--- src/rtl/rot_pkg.sv ---
//------------------------------------------------------------------------------
// rot_pkg : shared widths and FSM encoding for the rotate blocks. Rev 1.0
//------------------------------------------------------------------------------
`default_nettype none

package rot_pkg;

  // Widths are shared with the rotate-right shifter so the pair always matches.
  localparam int unsigned ROT_DATA_W = 8;
  localparam int unsigned ROT_AMT_W  = 3;

  typedef enum logic [1:0] {
    IDLE = 2'd0,
    ROT  = 2'd1,
    DONE = 2'd2
  } rot_state_t;

endpackage

`default_nettype wire

--- src/rtl/rotate_left_seq.sv ---
//------------------------------------------------------------------------------
// rotate_left_seq : multi-cycle left rotator, one bit position per clock.
// Rev 1.0
//------------------------------------------------------------------------------
`default_nettype none

module rotate_left_seq
  import rot_pkg::*;
#(
  parameter int DATA_W = ROT_DATA_W,
  parameter int AMT_W  = ROT_AMT_W
) (
  input  logic              clk,
  input  logic              reset_n,
  input  logic              start,
  input  logic [DATA_W-1:0] a,
  input  logic [AMT_W-1:0]  amt,
  output logic              ready,
  output logic              done_tick,
  output logic [DATA_W-1:0] y
);

  rot_state_t        state_reg;
  logic [DATA_W-1:0] data_reg;
  logic [AMT_W-1:0]  cnt_reg;
  logic [DATA_W-1:0] y_reg;
  logic [DATA_W-1:0] rot1;

  assign rot1 = {data_reg[DATA_W-2:0], data_reg[DATA_W-1]};

  always_ff @(posedge clk or negedge reset_n) begin
    if (!reset_n) begin
      state_reg <= IDLE;
      data_reg  <= '0;
      cnt_reg   <= '0;
      y_reg     <= '0;
    end else begin
      case (state_reg)
        IDLE: begin
          if (start) begin
            data_reg <= a;
            cnt_reg  <= amt;
            if (amt == '0) begin
              // Zero rotation skips ROT, so the result is captured here.
              y_reg     <= a;
              state_reg <= DONE;
            end else begin
              state_reg <= ROT;
            end
          end
        end
        ROT: begin
          data_reg <= rot1;
          cnt_reg  <= cnt_reg - AMT_W'(1);
          if (cnt_reg == AMT_W'(1)) begin
            y_reg     <= rot1;
            state_reg <= DONE;
          end
        end
        DONE: begin
          state_reg <= IDLE;
        end
        default: begin
          state_reg <= IDLE;
        end
      endcase
    end
  end

  assign ready     = (state_reg == IDLE);
  assign done_tick = (state_reg == DONE);
  assign y         = y_reg;

endmodule

`default_nettype wire

--- config.mk ---
export PLATFORM = sky130hd
export DESIGN_NAME = rotate_left_seq
export DESIGN_NICKNAME = d
export VERILOG_FILES = /design/src/rtl/rot_pkg.sv /design/src/rtl/rotate_left_seq.sv
export SDC_FILE = /design/constraint.sdc
export NUM_CORES = 1
export LEC_CHECK = 0
export CAP_MARGIN = 0
export CORE_UTILIZATION = 37
export DETAILED_ROUTE_END_ITERATION = 8
export GPL_TIMING_DRIVEN = 0
export PLACE_DENSITY = 0.67
export SLEW_MARGIN = 20
export SYNTH_ARGS = -nofsm -noshare
export SYNTH_HDL_FRONTEND = slang
export SYNTH_SLANG_ARGS = --single-unit
--- constraint.sdc ---
create_clock -name clk -period 1.8 [get_ports clk]
set_input_delay 0.27 -clock clk [delete_from_list [all_inputs] [get_ports clk]]
set_output_delay 0.27 -clock clk [all_outputs]
set_load 0.02 [all_outputs]
==> summary.md <==
| Metric | Value |
|---|---|
| Run status | complete, no violations |
| Commonest cells in the netlist | dfrtp_1 (21), o22ai_1 (18), mux2_2 (16), a21oi_1 (11) |
| Initial antenna violation count | 0 |
| Critical path data arrival time | around 1.9 ns |
| Post-Synth Adder-Cell Area | 0.0231 |
| Rel. slew slack | 0.377 |
| NetSw | around 0.91 mW |
| Commonest register cell after synthesis | dfrtp_1 |
| Clk_lat worst skew | a little over 0.3 ns |
| Power Density | 1690 mW/mm^2 |
| # clock sinks | 21 |
| Setup violators final | 0 |
| Hold-fix buffers, CTS | 0 |
| Final min period | roughly 1.7 ns |
| Gr ovfl total | 0 |
| Avg Inst Size Synth | between 10 and 15 um^2 |
| Die area | 0.00315 mm^2 |
| CTS tree | yes |
| Drt total wl | between 2000 and 2500 um |
| Leak | 0.548 nW |
| Vias per Instance | roughly 5.6 |
| GPL Wtd Cong | 0.799 |
| DRC | 0 |
| Drt initial violations | 17 |
| Number of enable flip-flop cells after synthesis | 0 |
| Share of cells above drive strength 1 | 0.248 |
| Period utilization | 0.947 |
| Syn_nets | between 100 and 150 |
| Initial Util | 0.392 |
| Final hold viol count | 0 |
| Share of the synthesized area in the top cell type | 0.486 |
| FF-to-FF path depth | 5 |
| Post-Syn Instances | 97 |
| Mux share of post-synthesis cell area | 0.166 |
| Via count | between 800 and 900 |
| Hold WC Path Type | in2async |
| Seq pwr share | 0.373 |
| Area grow syn2layout | 28.3% |
| Share of total power in combinational logic | 0.530 |
| Placeable Area | 0.00276 mm^2 |
| Final hold slack | roughly 0.47 ns |
| Worst-path clk slew | 0.12 ns |
| Internal power | 1.43 mW |
| Syn. warnings | 0 |
| #FFs+latches synth | 21 |
| Sw Ratio | 0.390 |
| Worst R2R Start | state_reg[0] |
| Antenna Nets Post-Route | 0 |
| Largest delay contributor family on the critical path | multiplexers |
| Worst path cell trace | buf_2, nor2b_1, clkbuf_2, mux2_2, mux2_2 |
| Final worst slack | 0.0962 ns |
| Util after Layout | 0.504 |
| First-pass GRT wire length | approximately 4000 um |
| Area of the mapped netlist | ~0.0011 mm^2 |
| Die X-Extent | about 56 um |
| CP startpoint | state_reg[0] |
| Largest family of logic cells by synthesized area | compound AO/OA/AOI/OAI gates |
| Cell type with the largest total area after synthesis | dfrtp_1 |
| Max Cap Violations | 0 |
| Worst Tran Pin Value | ~0.93 ns |
| Synth Area in XOR/XNOR | 0 |
| CP max-delay cell | mux2_2 |
| I/O pin cnt | 24 |
| Buf+Inv Stages, Crit Path | 2 |
| First-pass iteration count of the detailed router | 4 |
| Max incr delay on CP | 0.37 ns |
| R2r endpoint | y[2] |
| TritonCTS Buffers | 3 |
| Largest cells by area after synthesis | dfrtp_1 (49%), mux2_2 (17%), o22ai_1 (10%) |
| CP startpoint kind | flop |
| Clk pwr share | 0.097 |
| Slew Limit Fails | 0 |
| Fin Setup TNS | 0 ns |
| Crit-path max FO | 9 |
| ANT cells | 0 |
| FF-to-FF setup slack | around 0.096 ns |
| Nets | approximately 140 |
| Peak VDD IR | around 1.3 mV |
| Die outline height | around 56 um |
| Vias in the first global route | 881 |
| RSZ-0062 raised after global routing | false |
| DP Worst Slack | -0.381 ns |
| Synth Area in Compound Gates | 0.213 |
| FP Rows | 19 |
| Post-detail-place hpwl | around 1600 um |
| Post-synthesis simple-gate area fraction | 0.0717 |
| Setup Skew | 0.00916 ns |
| H-tree depth | 1 |
| Synth async-reset ratio | 1.00 |
| Global-route usage over all layers | 0.166 |
| Worst Setup EP | y[2] |
| Clk buf depth | 2 |
| CP Depth | 5 |
| Maximum clock rate | between 500 and 600 MHz |
| Crit path kind | reg2reg |
| Largest net degree at the start of global routing | 22 |
| Root Buffer | clkbuf_4 |
| Port bufs | 23 |
| Crit-path most repeated cell | mux2_2 |
| Register area share after synthesis | 0.486 |
| Synth unique cells | 21 |
| Crit. End Element | flop |
| Count leader, synth | dfrtp_1 |
| Crit path required time | ~2 ns |
| Routed len/inst | between 10 and 15 um |
[routing by layer]
metal / vias up / share of wire / global-route usage
met5: - / 0 / 0
met4: 0 / 0.0061 / 0.0418
met3: 4 / 0.053 / 0.0535
met2: 23 / 0.45 / 0.252
met1: 427 / 0.49 / 0.229
li1: 423 / - / -
[cell usage in the layout (no fill, tap or decap), types with 2 or more instances in the layout]
master           netlist  layout
a21oi_1               11      11
buf_2                  2       2
buf_4                  0       2
clkbuf_1               5       4
clkbuf_4               0       3
clkdlybuf4s50_1        0      21
dfrtp_1               21      20
dlygate4sd2_1          0       2
ha_1                   2       2
inv_1                  4       3
mux2_2                16      16
nand2b_1               2       2
nor2_1                 5       5
o22ai_1               18      18
[stage by stage]
stage / cell area (um^2) / total power, mW / std cells
finish: 1390 / 2.34 / 156
global route: 1390 / 2.53 / 156
CTS: 1390 / 2.37 / 156
detailed placement: 1350 / 2.12 / 151
global placement: 1350 / 2.09 / 151
floorplan: 1080 / 1.70 / 97
[cell families after synthesis]
kind of cell,Yosys count
AOI/OAI and AO/OA,34
DFF,21
muxes,16
and+or+nand+nor,13
buffers and inverters,11
adders and majority gates,2
[worst min path at each step]
stage            start          to  slack [ns]
3_3_place_gp      y[6]        y[6]        0.49
6_report       reset_n  cnt_reg[2]        0.47
3_5_place_dp      y[5]        y[5]        0.50
4_1_cts        reset_n  cnt_reg[2]        0.50
5_1_grt        reset_n  cnt_reg[2]        0.54
2_1_floorplan  reset_n  cnt_reg[0]       -0.03
[power by group through the flow]
stage | Sequential [mW] | Combinational, mW | Clock, mW
after floorplan | 0.958 | 0.738 | 0
after global placement | 0.872 | 1.21 | 0
after detailed placement | 0.878 | 1.25 | 0
after CTS | 0.873 | 1.26 | 0.243
after global routing | 0.908 | 1.36 | 0.264
final | 0.873 | 1.24 | 0.227
[final cells by class]
type	count	area, um^2
buffer	6	26.3
clock buffer	4	26.3
fill	271	1370
inverter	4	15.0
multi-input combinational	65	513
sequential	21	527
tap	31	38.8
timing repair buffer	25	243
[timing repair]
item | CTS | global route
resized for setup | 5 | 0
setup buffers | 2 | 0
endpoints found under the setup margin | 10 | 0
Note: power is estimated with default switching activity, not from simulation.
